[config.mk]
export PLATFORM = sky130hd
export DESIGN_NAME = sdram_arbiter
export DESIGN_NICKNAME = d
export VERILOG_FILES = /design/src/rtl/sdram_arbiter.sv
export SDC_FILE = /design/constraint.sdc
export NUM_CORES = 1
export LEC_CHECK = 0
export CAP_MARGIN = 20
export CORE_AREA = 2 2 109 111
export CTS_CLUSTER_DIAMETER = 200
export CTS_CLUSTER_SIZE = 24
export DETAILED_ROUTE_END_ITERATION = 7
export DIE_AREA = 0 0 111 113
export GPL_TIMING_DRIVEN = 0
export PLACE_DENSITY = 0.79
export SLEW_MARGIN = 20
export SYNTH_ARGS = -nofsm -noshare
export SYNTH_HDL_FRONTEND = slang
export SYNTH_SLANG_ARGS = --single-unit
[constraint.sdc]
create_clock -name clk -period 2.84 [get_ports clk]
set_clock_uncertainty 0.15 [all_clocks]
set_input_delay 0.568 -clock clk [delete_from_list [all_inputs] [get_ports clk]]
set_output_delay 0.568 -clock clk [all_outputs]
set_load 0.02 [all_outputs]
[src/rtl/sdram_arbiter.sv]
// ---------------------------------------------------------------------------
// sdram_arbiter
//
// Two-client round-robin arbiter in front of the sdram_controller host port.
// Each client issues single-word reads or writes with a req/done handshake.
// The arbiter serialises them onto the controller's rd_enable/wr_enable/busy
// interface, holds the enable until busy is seen, and returns read data to
// the client that issued the read.
//
// Ports
//   clk, rst        system clock (rising edge) and async active-high reset
//   cN_req          client N request, held high until cN_done
//   cN_we           client N direction: 1 = write, 0 = read
//   cN_addr         client N word address
//   cN_wdata        client N write data
//   cN_done         one-cycle completion pulse for client N
//   cN_rdata        client N read data, valid with cN_done
//   sd_addr         controller address (wr_addr)
//   sd_wdata        controller write data
//   sd_rdata        controller read data
//   sd_busy         controller busy
//   sd_wr_enable    controller write enable
//   sd_rd_enable    controller read enable
//   err             sticky issue-timeout flag, cleared only by rst
// ---------------------------------------------------------------------------
module sdram_arbiter #(
    parameter int ADDR_WIDTH    = 24,
    parameter int DATA_WIDTH    = 16,
    parameter int ISSUE_TIMEOUT = 64
) (
    input  logic                  clk,
    input  logic                  rst,
    input  logic                  c0_req,
    input  logic                  c0_we,
    input  logic [ADDR_WIDTH-1:0] c0_addr,
    input  logic [DATA_WIDTH-1:0] c0_wdata,
    output logic                  c0_done,
    output logic [DATA_WIDTH-1:0] c0_rdata,
    input  logic                  c1_req,
    input  logic                  c1_we,
    input  logic [ADDR_WIDTH-1:0] c1_addr,
    input  logic [DATA_WIDTH-1:0] c1_wdata,
    output logic                  c1_done,
    output logic [DATA_WIDTH-1:0] c1_rdata,
    output logic [ADDR_WIDTH-1:0] sd_addr,
    output logic [DATA_WIDTH-1:0] sd_wdata,
    input  logic [DATA_WIDTH-1:0] sd_rdata,
    input  logic                  sd_busy,
    output logic                  sd_wr_enable,
    output logic                  sd_rd_enable,
    output logic                  err
);

    typedef enum logic [1:0] {
        IDLE,
        ISSUE,
        WAIT_DONE,
        RESP
    } state_t;

    localparam logic [7:0] TIMEOUT_COUNT = 8'(ISSUE_TIMEOUT);

    state_t                  state_reg,      state_next;
    logic                    last_grant_reg, last_grant_next;
    logic                    id_reg,         id_next;
    logic                    we_reg,         we_next;
    logic [7:0]              count_reg,      count_next;
    logic [ADDR_WIDTH-1:0]   addr_reg,       addr_next;
    logic [DATA_WIDTH-1:0]   wdata_reg,      wdata_next;
    logic                    wr_en_reg,      wr_en_next;
    logic                    rd_en_reg,      rd_en_next;
    logic                    done0_reg,      done0_next;
    logic                    done1_reg,      done1_next;
    logic [DATA_WIDTH-1:0]   rdata0_reg,     rdata0_next;
    logic [DATA_WIDTH-1:0]   rdata1_reg,     rdata1_next;
    logic                    err_reg,        err_next;

    // Combinational helpers
    logic                    grant;
    logic                    grant_we;
    logic                    complete;
    logic [DATA_WIDTH-1:0]   complete_data;

    always_comb begin
        state_next      = state_reg;
        last_grant_next = last_grant_reg;
        id_next         = id_reg;
        we_next         = we_reg;
        count_next      = count_reg;
        addr_next       = addr_reg;
        wdata_next      = wdata_reg;
        wr_en_next      = wr_en_reg;
        rd_en_next      = rd_en_reg;
        done0_next      = 1'b0;
        done1_next      = 1'b0;
        rdata0_next     = rdata0_reg;
        rdata1_next     = rdata1_reg;
        err_next        = err_reg;
        grant           = 1'b0;
        grant_we        = 1'b0;
        complete        = 1'b0;
        complete_data   = '0;

        case (state_reg)
            IDLE: begin
                // A busy controller (refresh/init) blocks any new grant.
                if (!sd_busy && (c0_req || c1_req)) begin
                    // On a tie the client that did not win last time goes.
                    if (c0_req && c1_req) begin
                        grant = ~last_grant_reg;
                    end else begin
                        grant = c1_req;
                    end
                    grant_we   = grant ? c1_we : c0_we;
                    id_next    = grant;
                    we_next    = grant_we;
                    addr_next  = grant ? c1_addr  : c0_addr;
                    wdata_next = grant ? c1_wdata : c0_wdata;
                    wr_en_next = grant_we;
                    rd_en_next = ~grant_we;
                    count_next = 8'd1;
                    state_next = ISSUE;
                end
            end

            ISSUE: begin
                if (sd_busy) begin
                    wr_en_next = 1'b0;
                    rd_en_next = 1'b0;
                    state_next = WAIT_DONE;
                end else if (count_reg == TIMEOUT_COUNT) begin
                    // Controller never acknowledged: give up and report.
                    wr_en_next = 1'b0;
                    rd_en_next = 1'b0;
                    err_next   = 1'b1;
                    complete   = 1'b1;
                end else begin
                    count_next = count_reg + 8'd1;
                end
            end

            WAIT_DONE: begin
                if (!sd_busy) begin
                    complete      = 1'b1;
                    complete_data = we_reg ? '0 : sd_rdata;
                end
            end

            RESP: begin
                last_grant_next = id_reg;
                state_next      = IDLE;
            end

            default: begin
                state_next = IDLE;
            end
        endcase

        // Only the granted client's done/rdata change; the other holds.
        if (complete) begin
            state_next = RESP;
            if (id_reg) begin
                done1_next  = 1'b1;
                rdata1_next = complete_data;
            end else begin
                done0_next  = 1'b1;
                rdata0_next = complete_data;
            end
        end
    end

    always_ff @(posedge clk or posedge rst) begin
        if (rst) begin
            state_reg      <= IDLE;
            last_grant_reg <= 1'b1;
            id_reg         <= 1'b0;
            we_reg         <= 1'b0;
            count_reg      <= 8'd0;
            addr_reg       <= '0;
            wdata_reg      <= '0;
            wr_en_reg      <= 1'b0;
            rd_en_reg      <= 1'b0;
            done0_reg      <= 1'b0;
            done1_reg      <= 1'b0;
            rdata0_reg     <= '0;
            rdata1_reg     <= '0;
            err_reg        <= 1'b0;
        end else begin
            state_reg      <= state_next;
            last_grant_reg <= last_grant_next;
            id_reg         <= id_next;
            we_reg         <= we_next;
            count_reg      <= count_next;
            addr_reg       <= addr_next;
            wdata_reg      <= wdata_next;
            wr_en_reg      <= wr_en_next;
            rd_en_reg      <= rd_en_next;
            done0_reg      <= done0_next;
            done1_reg      <= done1_next;
            rdata0_reg     <= rdata0_next;
            rdata1_reg     <= rdata1_next;
            err_reg        <= err_next;
        end
    end

    assign sd_addr      = addr_reg;
    assign sd_wdata     = wdata_reg;
    assign sd_wr_enable = wr_en_reg;
    assign sd_rd_enable = rd_en_reg;
    assign c0_done      = done0_reg;
    assign c1_done      = done1_reg;
    assign c0_rdata     = rdata0_reg;
    assign c1_rdata     = rdata1_reg;
    assign err          = err_reg;

endmodule
* Yosys cells after proc, flatten, opt, wreduce, memory -nomap -nowiden
Cells that the tools add are included.
Widths: inputs -> output; s select.
** Cells by class
- Add/subtract/negate cells :: 1
- Equal/unequal tests :: 10
- Multiplexer cells :: 31
- Bitwise logic cells :: 4
- Reductions and logical operators :: 14
** Operators with widths (number)
- $mux 16 :: 4
- $mux 24 :: 1
- $mux 8 :: 3
- $pmux 8 s2 :: 1
- $mux 1 :: 15
- $ne 3x3->1 const B :: 3
- $reduce_and 3->1 :: 3
- $add 8x1->8 const B :: 1
- $eq 8x7->1 const B :: 1
- $mux 2 :: 3
- $ne 2x2->1 const B :: 3
- $pmux 1 s2 :: 3
- $pmux 2 s3 :: 1
- $reduce_and 2->1 :: 3
- $eq 2x2->1 const B :: 2
- $not 1->1 :: 4
- $reduce_and 4->1 :: 1
- $reduce_bool 4->1 :: 1
- $eq 2x1->1 const B :: 1
- $logic_and 1x1->1 :: 2
- $logic_not 2->1 :: 1
- $reduce_bool 2->1 :: 1
- $logic_not 1->1 :: 1
- $logic_or 1x1->1 :: 1
** Word-level totals
- Flip-flop bits (word level) :: 90
- Input port bits :: 103
- Output and inout port bits :: 77
- Logic and storage cells :: 74

* Longest topological paths before layout
Gate-level depths: netlist (run 1).
- Word-level depth :: 8
- Depth in mapped cells :: 9
- Mapped depth without buffers :: 6

* Least setup slack after synthesis (run 1)
Ideal clock, no wire load.
- Path kind :: reg-to-reg
- Start :: reg state_reg[1]
- End :: reg count_reg[7]
- Setup time :: 125 ps
- Arrival time :: 1689 ps
- Data required time :: 2565 ps
- Setup slack :: 877 ps
- Stages on the path, launching flop included :: 8
- Path buffers :: 1
- Clock period less this slack :: 1963 ps
- Cell sequence :: dfrtp_1 > inv_1 > ha_1 > buf_2 > nor3b_1 > nor2_1 > nand4_1 > mux2_2
** On the way
- Word-level cells in the longest chain between the ends :: 3
- Elaborated cells between the ends (all ways) :: 8
- Those cells by class :: 4 x eq/ne; 1 x mux; 3 x reduce/logical
** RTL lines
- start: declaration :: line 63 : state_t state_reg, state_next;
- start signal: assignment :: line 189 : state_reg <= state_next;
- $eq 2x1->1 / $logic_not 2->1 (equally long branches) :: line 104 : case (state_reg)
- $ne 2x2->1 (no line) / $reduce_bool 2->1 (equally long branches)
- $reduce_and 4->1 (no line)
- end signal: assignment :: line 193 : count_reg <= count_next;
- end: declaration :: line 67 : logic [7:0] count_reg, count_next;
Parallel ways exist; a longest one is shown, timed or not.
A chain may end at the register's enable or synchronous reset.

* Worst setup path after layout (run 1)
Same ends and word-level chain as after synthesis.

==> qor.yml, run 1 <==
peakVddDrop_mv: 0.481
period_share: 0.812
track_usage: 0.182
final_hold_viol_count: 0
die-area_um2: 12500
final_antenna_net_count: 0
syn-num-nets: 471
yosys.area_share.simple: 0.0983
area_delta_synth_final_pct: 56.8
ys_ff_latch: 90
synth_mux_area_frac: 0.109
syn_area_um2: 4090
synthFlopType: "dfrtp_1"
cp_max_fo: 10
slew_headroom: 0.550
drt-total-wl_um: 11300
synth-edff-count: 0
synthAdderAreaFrac: 0.0184
fmaxAchievable_mhz: 434
slew_viol_final: 0
synth_compound_area_frac: 0.175
arrival_ns: 2.37
worst_setup_path_end_kind: "flop"
hold_buffers: 0
wl_per_cell_um: 16.1
io_pins: 180
grt_antenna_before_repair: 0
cts_resized: 0
drive_gt1_frac: 0.0733
largest_register_ffs: 24
die_w_um: 111
clkTransAtPathRegs_ns: 0.07
crit_type: "reg2reg"
powerDensity_nw_per_um2: 976
final.min_clock_period_ns: 2.31
post-cts-setup-buffer-count: 0
grt_overflow_total: 0
cpPeakStageDelay_ns: 0.47
cts.sinks: 90
grt_pass1_wl_um: 18400
dr.pass1.iters: 4
htreeDepth: 3
vias: 3663
synthDistinctLibCells: 41
cp.required_ns: 2.91
critPathSlowestCell: "nor3b_1"
tns_ns: 0
clockBufferDepth: 2
seq_area_frac_synth: 0.552
dp_hpwl_um: 8740
synth_top_family_by_area: "compound AO/OA/AOI/OAI gates"
outcome: "complete, no violations"
syn_inst: 362
cts_tree: "yes"
min_path_type: "reg2reg"
crit_chain: "inv_1 > ha_1 > buf_2 > nor3b_1 > nor2_1 > nand4_1 > mux2_2"
core-area_um2: 11300
async_flop_share: 1.00
vias_per_cell: 5.22
diodes: 0
synth_warnings: 0
drt_iter0_markers: 199
rsz0062_at_grt: "no"
p_leak_nw: 2.80
root_buffer: "clkbuf_16"
yosysTopAreaCell: "dfrtp_1"
setup_violations: 0
netlist.area_leader.share: 0.545
final_nets: 663
grt_max_degree: 33
synth.avg_cell_area_um2: 11.3
start_util: 0.362
numCtsBuffers: 9
drcViolationCount: 0
postLayoutCellArea_um2: 6410
worst_slew_pin_slew_ns: 0.674
synthXorXnorAreaFrac: 0.00643
dpl_cell_area_um2: 6100
die_h_um: 113
synthTopCellsByArea: "dfrtp_1 (55%), mux2i_1 (10%), a32o_1 (7.8%)"
clock_latency_ns: 0.34
io_buffers: 179
rows: 39
cap_violations: 0
start_kind: "flop"
grt_pass1_vias: 3752
place_congestion: 0.785
-- critical path, delay by kind of cell, from the launching register on --
family                     cells  cell delay [ns]
adders and majority gates      1             0.15
buffers and inverters          2             0.32
DFF                            1             0.43
muxes                          1             0.34
and+or+nand+nor                3             0.80
-- synthesized netlist by cell type (2+ instances only) --
cell / instances
a32o_1: 32
nand2_1: 47
xnor2_1: 3
buf_2: 9
o21a_1: 3
inv_1: 10
clkbuf_1: 13
nor2b_1: 2
a21oi_1: 3
a31oi_1: 2
and3_1: 3
a22o_1: 2
nand3_1: 3
o22ai_1: 2
a211oi_1: 2
nor2_1: 13
a21boi_0: 2
buf_6: 3
nor4_1: 3
o21ai_0: 42
dfrtp_1: 89
ha_1: 6
nand4_1: 4
mux2_2: 3
mux2i_1: 41
nor3_1: 3
nand2b_1: 2
o21ai_4: 2
-- report_power, final --
| group | switching (mW) | internal [mW] | total, mW |
|---|---|---|---|
| clock network | 0.535 | 0.699 | 1.23 |
| logic | 1.51 | 1.38 | 2.89 |
| registers | 0.329 | 1.80 | 2.13 |
| total | 2.37 | 3.88 | 6.26 |
-- layout make-up --
cell class	instances	area, um^2
fill	1016	4860
sequential	90	2250
timing repair buffer	181	1830
multi-input combinational	236	1660
clock buffer	9	225
tap	143	179
buffer	26	131
clock inverter	7	82.6
inverter	10	41.3
-- through the flow --
step	hold slack (ns)	utilization	worst slack (ns)	instances	power (mW)
2_1_floorplan	0.315	-	0.877	362	3.65
3_3_place_gp	0.296	0.538	0.132	684	4.96
3_5_place_dp	0.302	0.541	0.180	686	5.06
4_1_cts	0.319	0.568	0.550	702	6.32
5_1_grt	0.349	0.568	0.374	702	6.64
6_report	0.316	0.568	0.533	702	6.26
-- per-layer routing --
metal  global-route usage  part of all wire  wire, um  vias to the layer above
met5                    0                 0         0                        -
met4               0.0550            0.0071        80                        0
met3               0.0680             0.092      1040                        6
met2                0.315              0.49      5590                      171
met1                0.214              0.41      4590                     1783
li1                     -                 -         -                     1703
-- worst paths after layout --
path	startpoint	endpoint	slack (ns)	cells past startpoint
min	err$_DFFE_PP0P_	err$_DFFE_PP0P_	0.32	1
max in group asynchronous	rst	last_grant_reg$_DFFE_PP1N_	1.37	3
max	state_reg[1]$_DFFE_PP0P_	count_reg[7]$_DFFE_PP0P_	0.53	7
min reg2reg	err$_DFFE_PP0P_	err$_DFFE_PP0P_	0.32	1
max reg2reg	state_reg[1]$_DFFE_PP0P_	count_reg[7]$_DFFE_PP0P_	0.53	7
min in group asynchronous	rst	sd_addr[3]$_DFFE_PP0P_	0.52	2
-- cell families after synthesis --
kind of cell	after synthesis
AO/OA/AOI/OAI	97
XOR/XNOR	3
adder cells (fa/ha/maj)	6
buffers and inverters	36
flip-flops	90
multiplexers	44
AND/OR/NAND/NOR	86
-- cell usage in the layout (no fill, tap or decap), types with 2 or more instances in the layout --
| cell | count |
|---|---|
| clkinvlp_4 | 2 |
| mux2i_1 | 41 |
| a22o_1 | 2 |
| mux2_2 | 3 |
| o22ai_1 | 2 |
| inv_1 | 9 |
| o21ai_0 | 42 |
| a211oi_1 | 2 |
| dfrtp_1 | 89 |
| nor4_1 | 3 |
| o21ai_4 | 2 |
| ha_1 | 6 |
| inv_8 | 2 |
| buf_2 | 9 |
| buf_6 | 3 |
| clkbuf_16 | 9 |
| a31oi_1 | 2 |
| buf_12 | 2 |
| nor2_1 | 13 |
| o21a_1 | 3 |
| clkdlybuf4s50_1 | 179 |
| a21oi_1 | 3 |
| nand2b_1 | 2 |
| a21boi_0 | 2 |
| nand4_1 | 4 |
| nand2_1 | 47 |
| xnor2_1 | 3 |
| clkbuf_1 | 13 |
| nand3_1 | 3 |
| inv_6 | 2 |
| a32o_1 | 32 |
| nor3_1 | 3 |
| nor2b_1 | 2 |
| and3_1 | 3 |
No activity file was read; power rests on OpenSTA's default activity.
==> inputs of run 2 (changes only) <==
clock period = 1.9 ns   (was 2.84 ns; I/O delays follow)
==> qor.yml, run 2 (synthesized netlist as in run 1, its figures left out) <==
outcome: "finished, violations left"
violations: "setup timing"
power_switching_mw: 3.71
vias: 3710
root_buffer: "clkbuf_16"
start_kind: "flop"
grt_max_degree: 34
drt_iter0_markers: 183
rsz0062_at_grt: "yes"
final_nets: 683
switching_share: 0.371
htreeDepth: 3
grt_overflow_total: 0
crit_chain: "inv_2 > ha_4 > buf_6 > nor3b_4 > nor2_4 > nand4_1 > mux2_4"
pwr-share-comb: 0.485
cp.required_ns: 1.97
worst_hold_slack_ns: 0.330
diodes: 0
arrival_ns: 1.99
fmaxAchievable_mhz: 520
vias_per_cell: 5.14
clkTransAtPathRegs_ns: 0.06
period_share: 1.01
clockBufferDepth: 2
drive_gt1_frac: 0.155
worst_setup_path_end_kind: "flop"
wl_per_cell_um: 16.2
drt-total-wl_um: 11700
cts.sinks: 90
clock_power_share: 0.195
dp_hpwl_um: 8660
io_buffers: 179
place_congestion: 0.773
dr.pass1.iters: 6
p_leak_nw: 3.05
worst_slew_pin_slew_ns: 0.658
area_delta_synth_final_pct: 65.7
setup_slack_ns: -0.0249
slew_viol_final: 0
n_fill_cell: 935
internal_power_mw: 6.29
final.min_clock_period_ns: 1.92
io_pins: 180
seqPwrFrac: 0.320
die_w_um: 111
cts_tree: "yes"
peakVddDrop_mv: 0.647
clock_latency_ns: 0.33
setup_violations: 3
die-area_um2: 12500
mostFrequentLayoutCells: "clkdlybuf4s50_1 (173), dfrtp_1 (88), nand2_1 (46), mux2i_1 (41), a32o_1 (32)"
cpPeakStageDelay_ns: 0.42
cap_violations: 0
rows: 39
track_usage: 0.182
core-area_um2: 11300
place_ws_ns: -0.594
crit_type: "reg2reg"
largest_register_ffs: 24
final_hold_viol_count: 0
grt_pass1_vias: 3706
hold_buffers: 0
min_path_type: "reg2reg"
powerDensity_nw_per_um2: 1480
grt_antenna_before_repair: 0
slew_headroom: 0.560
start_util: 0.362
numCtsBuffers: 9
critPathSlowestCell: "dfrtp_1"
die_h_um: 113
drcViolationCount: 0
final_antenna_net_count: 0
final_common_cell: "clkdlybuf4s50_1"
cp_max_fo: 5
grt_pass1_wl_um: 18500
## run 2: power groups by stage
stage	registers, mW	logic [mW]	clock network [mW]
6_report	3.20	4.85	1.95
5_1_grt	3.29	5.19	2.07
4_1_cts	3.19	4.55	1.98
3_5_place_dp	3.21	4.35	0
3_3_place_gp	3.18	4.24	0
2_1_floorplan	3.97	1.48	0
## run 2: critical path, delay by kind of cell, from the launching register on
family                   cells  cell delay (ns)
buffers and inverters        2             0.23
flip-flops                   1             0.42
adder cells (fa/ha/maj)      1             0.14
multiplexers                 1             0.31
AND/OR/NAND/NOR              3             0.55
## run 2: routing by layer
metal,vias to the layer above,GRT usage,part of all wire
met2,175,0.306,0.49
li1,1749,-,-
met3,15,0.0493,0.082
met5,-,0,0
met1,1771,0.227,0.41
met4,0,0.0642,0.017
## run 2: what timing repair did
action	CTS	global route
setup endpoints to repair	85	87
pin swaps	2	7
resized for setup	31	54
cloned	0	2
hold endpoints to repair	0	0
buffers inserted	11	8
## run 2: worst paths after layout
path / slack (ns) / depth (start not counted) / start / end
worst max-delay path: -0.02 / 7 / state_reg[1]$_DFFE_PP0P_ / count_reg[7]$_DFFE_PP0P_
worst min register to register: 0.33 / 1 / err$_DFFE_PP0P_ / err$_DFFE_PP0P_
min in group asynchronous: 0.34 / 2 / rst / sd_addr[6]$_DFFE_PP0P_
worst min-delay path: 0.33 / 1 / err$_DFFE_PP0P_ / err$_DFFE_PP0P_
worst max register to register: -0.02 / 7 / state_reg[1]$_DFFE_PP0P_ / count_reg[7]$_DFFE_PP0P_
max in group asynchronous: 0.69 / 3 / rst / c0_rdata[10]$_DFFE_PP0P_
## run 2: area by class of cell
cell class / count / area, um^2 / area share
Multi-Input combinational cell: 236 / 1750 / 0.258
Buffer: 25 / 205 / 0.0303
Clock buffer: 10 / 229 / 0.0338
Sequential cell: 90 / 2250 / 0.333
Clock inverter: 6 / 97.6 / 0.0144
Tap cell: 143 / 179 / 0.0264
Timing Repair Buffer: 202 / 2010 / 0.298
Inverter: 10 / 41.3 / 0.00610
## run 2: metrics by stage
stage	utilization	cell area, um^2	setup TNS [ns]	cells	power, mW
2_1_floorplan	-	4090	0	362	5.45
6_report	0.601	6770	-0.0544	722	9.99
3_3_place_gp	0.538	6060	-90.99	684	7.42
4_1_cts	0.585	6590	-0.146	713	9.72
5_1_grt	0.601	6770	-1.94	722	10.6
3_5_place_dp	0.542	6100	-35.18	686	7.56
